### src/rtl/mac_pkg.sv
// Shared definitions for the MAC job controller and the MAC unit.
// Holds the FSM state codes, status codes and the C write-back count for the default array size.
package mac_pkg;

  localparam int MAC_M       = 4;
  localparam int MAC_N       = 4;
  localparam int MAC_C_COUNT = MAC_M * MAC_N;

  localparam logic [1:0] S_IDLE  = 2'd0;
  localparam logic [1:0] S_RUN   = 2'd1;
  localparam logic [1:0] S_FLUSH = 2'd2;
  localparam logic [1:0] S_DONE  = 2'd3;

  typedef enum logic [1:0] {
    ST_OK        = 2'b00,
    ST_TIMEOUT   = 2'b01,
    ST_COUNT_ERR = 2'b10,
    ST_ABORT     = 2'b11
  } status_e;

  // Number of C write-backs a complete M x N traversal produces.
  function automatic int c_count(input int m, input int n);
    return m * n;
  endfunction

endpackage

### src/rtl/mac_host_arb.sv
// Memory-port arbiter between the host and the MAC unit.
// The host may touch memory only while no job is active; a same-cycle start request beats host_req.
module mac_host_arb
  import mac_pkg::*;
(
  input  logic [1:0] state,
  input  logic       host_req,
  input  logic       start_valid,
  output logic       host_gnt,
  output logic       mem_sel_host
);

  always_comb begin
    host_gnt     = (state == S_IDLE) && host_req && !start_valid;
    mem_sel_host = (state == S_IDLE) || (state == S_DONE);
  end

endmodule

### src/rtl/mac_job_ctrl.sv
// Job sequencer for the pipelined MAC unit: start handshake, RUN/FLUSH timing, C write-back
// counting, timeout and abort handling, and a held status code / cycle count per job.
module mac_job_ctrl
  import mac_pkg::*;
#(
  parameter int param_M     = MAC_M,
  parameter int param_N     = MAC_N,
  parameter int TIMEOUT_CYC = 256,
  parameter int FLUSH_CYC   = 3,
  parameter int CYC_W       = 16
) (
  input  logic             clk,
  input  logic             rst,
  input  logic             start_valid,
  output logic             start_ready,
  input  logic             abort,
  input  logic             host_req,
  output logic             host_gnt,
  output logic             mem_sel_host,
  output logic             mac_compute,
  input  logic             mac_done,
  input  logic             mac_c_we,
  output logic             busy,
  output logic             done,
  output logic [1:0]       status,
  output logic [CYC_W-1:0] job_cycles
);

  localparam int C_EXP = c_count(param_M, param_N);
  localparam int CNT_W = $clog2(C_EXP + 1);
  localparam int TMR_W = $clog2(TIMEOUT_CYC + 1);
  localparam int FL_W  = $clog2(FLUSH_CYC + 1);

  localparam logic [CNT_W-1:0] CNT_MAX  = '1;
  localparam logic [CNT_W-1:0] C_EXP_V  = CNT_W'(C_EXP);
  localparam logic [TMR_W-1:0] TMR_LAST = TMR_W'(TIMEOUT_CYC - 1);
  localparam logic [FL_W-1:0]  FL_LAST  = FL_W'(FLUSH_CYC - 1);
  localparam logic [CYC_W-1:0] CYC_MAX  = '1;

  logic [1:0]       state_q, state_d;
  logic [CNT_W-1:0] c_cnt_q, c_cnt_d;
  logic [TMR_W-1:0] tmr_q, tmr_d;
  logic [FL_W-1:0]  fl_q, fl_d;
  logic [CYC_W-1:0] cyc_q, cyc_d;
  status_e          status_q, status_d;
  logic             mac_compute_q, mac_compute_d;

  logic [CNT_W-1:0] c_cnt_now;
  logic [CYC_W-1:0] cyc_inc;

  always_comb begin
    // Count including this cycle's strobe, so the final FLUSH cycle's write-back is judged too.
    c_cnt_now = c_cnt_q;
    if (mac_c_we && (c_cnt_q != CNT_MAX)) begin
      c_cnt_now = c_cnt_q + CNT_W'(1);
    end
    cyc_inc = (cyc_q == CYC_MAX) ? cyc_q : cyc_q + CYC_W'(1);

    state_d  = state_q;
    c_cnt_d  = c_cnt_q;
    tmr_d    = tmr_q;
    fl_d     = fl_q;
    cyc_d    = cyc_q;
    status_d = status_q;

    case (state_q)
      S_IDLE: begin
        if (start_valid) begin
          state_d  = S_RUN;
          c_cnt_d  = '0;
          tmr_d    = '0;
          fl_d     = '0;
          cyc_d    = '0;
          status_d = ST_OK;
        end
      end
      S_RUN: begin
        c_cnt_d = c_cnt_now;
        cyc_d   = cyc_inc;
        tmr_d   = tmr_q + TMR_W'(1);
        // abort beats mac_done, which beats timeout
        if (abort) begin
          state_d  = S_DONE;
          status_d = ST_ABORT;
        end else if (mac_done) begin
          state_d = S_FLUSH;
        end else if (tmr_q == TMR_LAST) begin
          state_d  = S_DONE;
          status_d = ST_TIMEOUT;
        end
      end
      S_FLUSH: begin
        c_cnt_d = c_cnt_now;
        cyc_d   = cyc_inc;
        fl_d    = fl_q + FL_W'(1);
        if (abort) begin
          state_d  = S_DONE;
          status_d = ST_ABORT;
        end else if (fl_q == FL_LAST) begin
          state_d  = S_DONE;
          status_d = (c_cnt_now == C_EXP_V) ? ST_OK : ST_COUNT_ERR;
        end
      end
      S_DONE: begin
        state_d = S_IDLE;
      end
      default: begin
        state_d = S_IDLE;
      end
    endcase

    mac_compute_d = (state_d == S_RUN);
  end

  always_ff @(posedge clk or posedge rst) begin
    if (rst) begin
      state_q       <= S_IDLE;
      c_cnt_q       <= '0;
      tmr_q         <= '0;
      fl_q          <= '0;
      cyc_q         <= '0;
      status_q      <= ST_OK;
      mac_compute_q <= 1'b0;
    end else begin
      state_q       <= state_d;
      c_cnt_q       <= c_cnt_d;
      tmr_q         <= tmr_d;
      fl_q          <= fl_d;
      cyc_q         <= cyc_d;
      status_q      <= status_d;
      mac_compute_q <= mac_compute_d;
    end
  end

  mac_host_arb u_arb (
    .state        (state_q),
    .host_req     (host_req),
    .start_valid  (start_valid),
    .host_gnt     (host_gnt),
    .mem_sel_host (mem_sel_host)
  );

  assign start_ready = (state_q == S_IDLE);
  assign busy        = (state_q == S_RUN) || (state_q == S_FLUSH);
  assign done        = (state_q == S_DONE);
  assign mac_compute = mac_compute_q;
  assign status      = status_q;
  assign job_cycles  = cyc_q;

endmodule

### config.mk
export PLATFORM = sky130hd
export DESIGN_NAME = mac_job_ctrl
export DESIGN_NICKNAME = d
export VERILOG_FILES = /design/src/rtl/mac_pkg.sv /design/src/rtl/mac_host_arb.sv /design/src/rtl/mac_job_ctrl.sv
export SDC_FILE = /design/constraint.sdc
export NUM_CORES = 1
export LEC_CHECK = 0
export CAP_MARGIN = 10
export CORE_MARGIN = 3
export CORE_UTILIZATION = 45
export DETAILED_ROUTE_END_ITERATION = 16
export GPL_TIMING_DRIVEN = 0
export PLACE_DENSITY = 0.67
export SYNTH_ARGS = -nofsm -noshare
export SYNTH_HDL_FRONTEND = slang
export SYNTH_SLANG_ARGS = --single-unit
### constraint.sdc
create_clock -name clk -period 6.3 [get_ports clk]
set_input_delay 1.89 -clock clk [delete_from_list [all_inputs] [get_ports clk]]
set_output_delay 1.89 -clock clk [all_outputs]
set_load 0.02 [all_outputs]
After elaboration in Yosys (flattened, before gate mapping) --
Cells that the tools add are included.
Word-level totals: bits in read-only memories 0, output and inout bits 24, bits of input ports 7, RAM bits 0, latch bits 0, memories kept 0, logic and storage cells 66, bits in registers 37
Cells by class: order comparisons 0, bitwise logic cells 0, shift-type cells 0, div/mod/pow operators 0, reduce and logical (&&, ||, !) cells 17, muxes and demuxes 24, multiply operators 0, equal/unequal tests 14, add/subtract/negate cells 4
Operators with widths (count):
- $mux 16 | 2
- $pmux 16 s2 | 1
- $mux 2 | 13
- $pmux 9 s2 | 1
- $add 16x1->16 const B | 1
- $eq 16x16->1 const B | 1
- $mux 5 | 2
- $pmux 5 s2 | 1
- $add 9x1->9 const B | 1
- $eq 9x8->1 const B | 1
- $mux 9 | 1
- $ne 3x3->1 const B | 3
- $pmux 2 s4 | 1
- $eq 2x2->1 const B | 3
- $pmux 2 s3 | 1
- $reduce_and 2->1 | 3
- $reduce_bool 2->1 | 3
- $add 5x1->5 const B | 1
- $eq 5x5->1 const B | 1
- $ne 5x5->1 const B | 1
- $reduce_and 5->1 | 1
- $eq 2x1->1 const B | 2
- $ne 2x2->1 const B | 2
- $pmux 2 s2 | 1
- other kinds (8) | 11

Depth between registers and ports, before layout --
Gate-level depths: netlist of run 1.
depth after elaboration 8, gate-level depth with buffers 9, depth with buffers taken out 9

Cells and area by module --
Synthesis of run 1 repeated with hierarchy kept, for this count alone.
Second synthesis, totals: cells, all modules 247, area total of the unflattened synthesis 2258.4 um^2
Modules (own cells, without submodules):
- mac_job_ctrl | seq. area each 925.9 um^2, area each 2225.9 um^2, cells an instance 242, times used 1
- mac_host_arb | seq. area each 0.0 um^2, area each 32.5 um^2, cells an instance 5, times used 1

Least setup slack after synthesis of run 1 --
OpenSTA, ideal clock, no wires.
path kind input to output, start input port start_valid, end output port host_gnt, path buffers 1, cell stages on the path 3, data arrival time 2487 ps, path slack 1923 ps, data required time 4410 ps, path through nor2b_1 -> buf_2 -> and2_1
Between the ends: cells in the longest elaborated chain, start to end 2
Ends and longest elaborated chain:
- start: declaration | line mac_job_ctrl.sv:14 | input logic start_valid,
- $logic_not 1->1 | line mac_host_arb.sv:14 | host_gnt = (state == S_IDLE) && host_req && !start_valid;
- $logic_and 1x1->1 | line mac_host_arb.sv:14
- end: declaration | line mac_job_ctrl.sv:18 | output logic host_gnt,
No other way between the ends.

Worst setup path in the final report of run 1 --
Same ends and word-level chain as after synthesis.

==> impl_metrics.toml, run 1 <==
[worst_setup_path]
r2r_slack_ns = 3.87
worst_r2r_path_depth = 8
cp-end-kind = "output pin"
path_cells = "clkdlybuf4s50_1 > nor2b_1 > buf_2 > and2_1 > clkdlybuf4s50_1"
worst-path-max-fanout = 10
worst-path-buf-inv = 3
rr_endpoint = "status[0]"
reg2reg_from = "tmr_q[0]"
path_delay_family = "buffers and inverters"
required_ns = 4.41
crit_top_cell = "clkdlybuf4s50_1"
arrival_ns = 3.59
max_stage_delay_ns = 0.59
worstSetupPathType = "in -> out"
startpoint_type = "primary input"
cpMaxStageDelayCell = "clkdlybuf4s50_1"

[floorplan]
die-height_um = 77.7
core_mm2 = 0.00485
ios = 31
std_cell_rows = 25
initial_core_util_pct = 47.7
dieArea_mm2 = 0.00604
dieWidth_um = 77.7

[sta]
worstMarginPinSlew_ns = 0.766
fin_skew_ns = 0.00575
rsz0062_at_grt = "false"
final_hold_viol_count = 0
max_slew_margin_pct = 47.5
fmax_ghz = 0.182
layout_min_cycle_time_ns = 5.48
post-route-period-util_pct = 87.0
setup_viol = 0
drv_slew = 0
fin_setup_tns_ns = 0

[place]
dp_hpwl_um = 3920
place_area_mm2 = 0.00270
place_congestion = 0.868
dp.cells = 349
port_buffers = 30

[hold_path]
hold_class = "reg -> reg"
worstHoldStart = "tmr_q[8]"
hold_end = "tmr_q[8]"
holdPathStages = 2

[power]
comb_power_share_pct = 53.2
p_sw_w = 0.000498
power_w = 0.00107
switching_share_pct = 46.4
p_int_w = 0.000575
clockPowerShare_pct = 15.4
vdd_drop_max_v = 0.000199
p_leak_nw = 1.16
power_frac_seq_pct = 31.4
powerDensity_mw_per_mm2 = 386

[cells_and_area]
syn_to_final_growth_pct = 20.3
fin_area_mm2 = 0.00278
final_util_pct = 57.4
drive_above_1_share_pct = 8.28
antenna_cells = 0
instances_no_fill = 357
fin_nets = 307

[logic_synthesis]
async_flop_share_pct = 100
synth_mux_area_share_pct = 2.70
synth_compound_area_share_pct = 21.7
yosysWarnings = 0
ys_ff_latch = 37
syn_nets = 270
syn_area_per_cell_um2 = 9.18
synth_xor_area_share_pct = 1.14
synth_edf_count = 0
netlist.top_cell.by_area = "dfrtp_1"
synth.top_cell.area_share_pct = 40.0
synth_area_mm2 = 0.00231
synth.distinct_cells = 58
synthAdderAreaFrac_pct = 5.95
synth_top_family_by_area = "simple AND/OR/NAND/NOR gates"
synth_simple_gate_area_share_pct = 24.1
synth_cells = 252
synth-main-ff-cell = "dfrtp_1"
ys_top_cells_by_area = "dfrtp_1 (40%), ha_1 (5.9%), nand3_1 (3.9%), o21ai_0 (3.9%), nand2_1 (3.6%)"
yosysSeqAreaShare_pct = 40.0

[clocking]
cts.sinks = 37
clkSlewWorstSetupHoldPaths_ns = 0.08
clockBufferDepth = 2
tritoncts = "yes"
hold_buffers = 0
numCtsBuffers = 5
cts_setup_buffers = 0
cts-root-buf = "clkbuf_8"
htree_levels = 2
clk_latency_ns = 0.29
cts_resized = 0

[status]
outcome = "finished, final reports clean"

[routing]
vias_per_cell = 5.86
dr_wl_met3_um = 259
routed.top_layer = "met4"
wirelength_um = 5580
dr_total_vias = 2093
drt_iter0_markers = 89
met1_length_um = 2690
ant_nets = 0
drt_pass1_iterations = 5
drt-wirelength-per-cell_um = 15.6
drc = 0
wl_met2_um = 2560

[global_route]
grt_pass1_wl_um = 9860
grt_pass1_vias = 2027
grt_start_max_net_pins = 38
grt-ovfl-total = 0
grt_usage_pct = 20.1
antenna_found_initial = 0

[job]
maxCapViolations = 0
## power by group through the flow
stage / registers, W / logic, W / clock network, W
2_1_floorplan: 0.000353 / 0.000364 / 0
3_3_place_gp: 0.000340 / 0.000570 / 0
3_5_place_dp: 0.000341 / 0.000572 / 0
4_1_cts: 0.000337 / 0.000575 / 0.000172
5_1_grt: 0.000346 / 0.000636 / 0.000181
6_report: 0.000337 / 0.000571 / 0.000165
## cell type report
| class | instances | area, um^2 |
|---|---|---|
| Clock buffer | 5 | 68.8 |
| Sequential cell | 37 | 926 |
| Inverter | 12 | 45.0 |
| Tap cell | 67 | 83.8 |
| Fill cell | 450 | 2060 |
| Multi-Input combinational cell | 192 | 1290 |
| Timing Repair Buffer | 30 | 300 |
| Buffer | 11 | 56.3 |
| Clock inverter | 3 | 17.5 |
## worst max path at each step
| stage | startpoint | endpoint | cells after the start |
|---|---|---|---|
| floorplan | start_valid | host_gnt | 3 |
| CTS | start_valid | host_gnt | 5 |
| detailed placement | start_valid | host_gnt | 5 |
| global route | start_valid | host_gnt | 5 |
| finish | start_valid | host_gnt | 5 |
| global placement | start_valid | host_gnt | 5 |
## worst reg2reg max path, delay by kind of cell, from the launching register on
family	cells	cell delay [ns]
AND/OR/NAND/NOR	4	0.57
adder cells (fa/ha/maj)	2	0.40
multiplexers	1	0.39
AO/OA/AOI/OAI	1	0.57
flip-flops	1	0.39
## cell usage after synthesis, types with 3 or more instances
cell type / n
a22o_1: 3
nand4_1: 3
clkbuf_1: 6
ha_1: 11
o41ai_1: 3
nand2_1: 22
a2bb2oi_1: 3
o311ai_1: 3
mux2i_1: 4
nor3_1: 10
nor2_1: 16
nand3_1: 18
dfrtp_1: 37
nand2b_1: 4
buf_2: 3
inv_1: 11
a21oi_1: 9
o21ai_1: 3
o211ai_1: 3
o21ai_0: 18
or4_1: 4
nor2b_1: 4
xnor2_1: 3
nand3b_1: 3
nor4_1: 3
## sequential cells by signal, indices dropped and copies added (netlist names)
signal       cells
c_cnt_q          5
fl_q             2
job_cycles      16
mac_compute      1
state_q          2
status           2
tmr_q            9
## per-layer routing
metal	vias to the layer above	global-route usage [%]
li1	1033	-
met1	996	27.2
met2	55	32.7
met3	9	4.18
met4	0	5.52
met5	-	0
## metrics by stage
stage / hold WS (ns) / worst slack [ns]
5_1_grt: 0.528 / 0.724
6_report: 0.486 / 0.816
3_5_place_dp: 0.470 / 0.805
3_3_place_gp: 0.465 / 0.811
2_1_floorplan: 0.450 / 1.92
4_1_cts: 0.489 / 0.796
## layout by cell type (no fill, tap or decap), types with 4 or more instances in the layout
| cell | netlist | layout |
|---|---|---|
| nor2b_1 | 4 | 4 |
| ha_1 | 11 | 11 |
| nand2_1 | 22 | 22 |
| inv_1 | 11 | 10 |
| clkbuf_8 | 0 | 5 |
| or4_1 | 4 | 4 |
| nor2_1 | 16 | 16 |
| nor3_1 | 10 | 10 |
| mux2i_1 | 4 | 4 |
| clkdlybuf4s50_1 | 0 | 30 |
| a21oi_1 | 9 | 9 |
| nand2b_1 | 4 | 4 |
| dfrtp_1 | 37 | 37 |
| clkbuf_1 | 6 | 6 |
| nand3_1 | 18 | 18 |
| o21ai_0 | 18 | 18 |
## cell families (layout without fill, tap and decap cells)
group,count (synthesis),after routing
compound gates,70,70
mux,6,6
xor+xnor,3,3
simple gates,102,102
fa+ha+maj,11,11
buf+inv,23,61
flops,37,37
Note: power is estimated with default switching activity, not from simulation.
==> inputs of run 2 (changes only) <==
--- a/config.mk
+++ b/config.mk
@@ -10,6 +10,7 @@
 export CORE_UTILIZATION = 45
 export DETAILED_ROUTE_END_ITERATION = 16
 export GPL_TIMING_DRIVEN = 0
+export MAX_ROUTING_LAYER = met4
 export PLACE_DENSITY = 0.67
 export SYNTH_ARGS = -nofsm -noshare
 export SYNTH_HDL_FRONTEND = slang
==> impl_metrics.toml, run 2 (synthesis gave the netlist of run 1 again) <==
[status]
outcome = "finished, final reports clean"

[hold_path]
hold_class = "reg -> reg"
holdPathStages = 2

[place]
place_congestion = 0.882
port_buffers = 30
place_ws_ns = 0.805
dp_hpwl_um = 3920

[global_route]
grt_busiest_layer = "met2"
grt_start_max_net_pins = 38
grt_pass1_wl_um = 9850
grt_usage_pct = 20.7
grt_pass1_vias = 2026
grtUsageMet3_pct = 4.18
grt_use_met2_pct = 32.7
antenna_found_initial = 0
use_met1_pct = 27.2
grt-ovfl-total = 0

[clocking]
numCtsBuffers = 5
hold_buffers = 0
clkSlewWorstSetupHoldPaths_ns = 0.08
cts.sinks = 37
htree_levels = 2
clockBufferDepth = 2
cts-root-buf = "clkbuf_8"
clk_latency_ns = 0.29
tritoncts = "yes"
cts_setup_buffers = 0
cts_resized = 0

[power]
powerDensity_mw_per_mm2 = 385
p_leak_nw = 1.16
power_w = 0.00107
vdd_drop_max_v = 0.000197

[cells_and_area]
final_common_cell = "dfrtp_1"
layout_common_cells = "dfrtp_1 (37), clkdlybuf4s50_1 (30), nand2_1 (22)"
antenna_cells = 0
fin_nets = 307
drive_above_1_share_pct = 8.28
largest_reg_flops = 16
final_util_pct = 57.4
syn_to_final_growth_pct = 20.3

[sta]
max_slew_margin_pct = 48.0
final_hold_viol_count = 0
setup_viol = 0
fmax_ghz = 0.182
fin_setup_tns_ns = 0
rsz0062_at_grt = "false"
worstMarginPinSlew_ns = 0.759
fin_ws_ns = 0.818
drv_slew = 0
post-route-period-util_pct = 87.0
hold_ws_ns = 0.484
layout_min_cycle_time_ns = 5.48
fin_skew_ns = 0.00605

[floorplan]
core_mm2 = 0.00485
dieWidth_um = 77.7
dieArea_mm2 = 0.00604
std_cell_rows = 25
die-height_um = 77.7
ios = 31
initial_core_util_pct = 47.7

[routing]
drt_iter0_markers = 86
drc = 0
wirelength_um = 5580
ant_nets = 0
drt_pass1_iterations = 5
drt-wirelength-per-cell_um = 15.6
vias_per_cell = 5.81
dr_total_vias = 2073

[worst_setup_path]
path_cells = "clkdlybuf4s50_1 > nor2b_1 > buf_2 > and2_1 > clkdlybuf4s50_1"
max_stage_delay_ns = 0.59
critical_path_depth = 5
cpMaxStageDelayCell = "clkdlybuf4s50_1"
worstSetupPathType = "in -> out"
path_delay_family = "buffers and inverters"
required_ns = 4.41
crit_top_cell = "clkdlybuf4s50_1"
arrival_ns = 3.59
cp-end-kind = "output pin"
startpoint_type = "primary input"
worst-path-max-fanout = 10
worst-path-buf-inv = 3
worst_r2r_path_depth = 8

[job]
maxCapViolations = 0
[run 2: cell counts in the layout (fill, tap and decap cells not counted)]
No cell type changed its count.
[run 2: worst reg2reg max path, cell delays in order, from the launching register on]
cell and delay, ns:
dfrtp_1 0.39, ha_1 0.20, nand3_1 0.13, nor2_1 0.17, and3_1 0.19, ha_1 0.20, nand2b_1 0.08, a2111oi_2 0.57
mux2_2 0.39
[run 2: cell type report]
cell class	count	area, um^2
timing repair buffer	30	300
tap	67	83.8
sequential	37	926
clock inverter	3	17.5
fill	450	2060
buffer	11	56.3
inverter	12	45.0
clock buffer	5	68.8
multi-input combinational	192	1290
[run 2: stage by stage]
stage	instances	area (um^2)
floorplan	252	2310
global placement	349	2700
detailed placement	349	2700
CTS	357	2780
global route	357	2780
finish	357	2780
[run 2: report_power, final]
part | switching (W) | leakage [nW] | internal [W]
clock network | 0.0000896 | 0.0439 | 0.0000764
registers | 0.0000526 | 0.500 | 0.000285
logic | 0.000354 | 0.612 | 0.000214
total | 0.000497 | 1.16 | 0.000575
[run 2: final timing paths]
| kind | endpoint | slack, ns | startpoint |
|---|---|---|---|
| worst max-delay path | host_gnt | 0.82 | start_valid |
| worst min-delay path | tmr_q[8] | 0.48 | tmr_q[8] |
| worst max register to register | status[0] | 3.87 | tmr_q[0] |
| worst min register to register | tmr_q[8] | 0.48 | tmr_q[8] |
| max in group asynchronous | job_cycles[2] | 3.75 | rst |
| min in group asynchronous | tmr_q[7] | 2.05 | rst |
[run 2: routing by layer]
layer,vias up,part of all wire (%)
li1,1033,-
met1,983,48
met2,50,47
met3,7,4.2
met4,0,1.1
met5,-,0
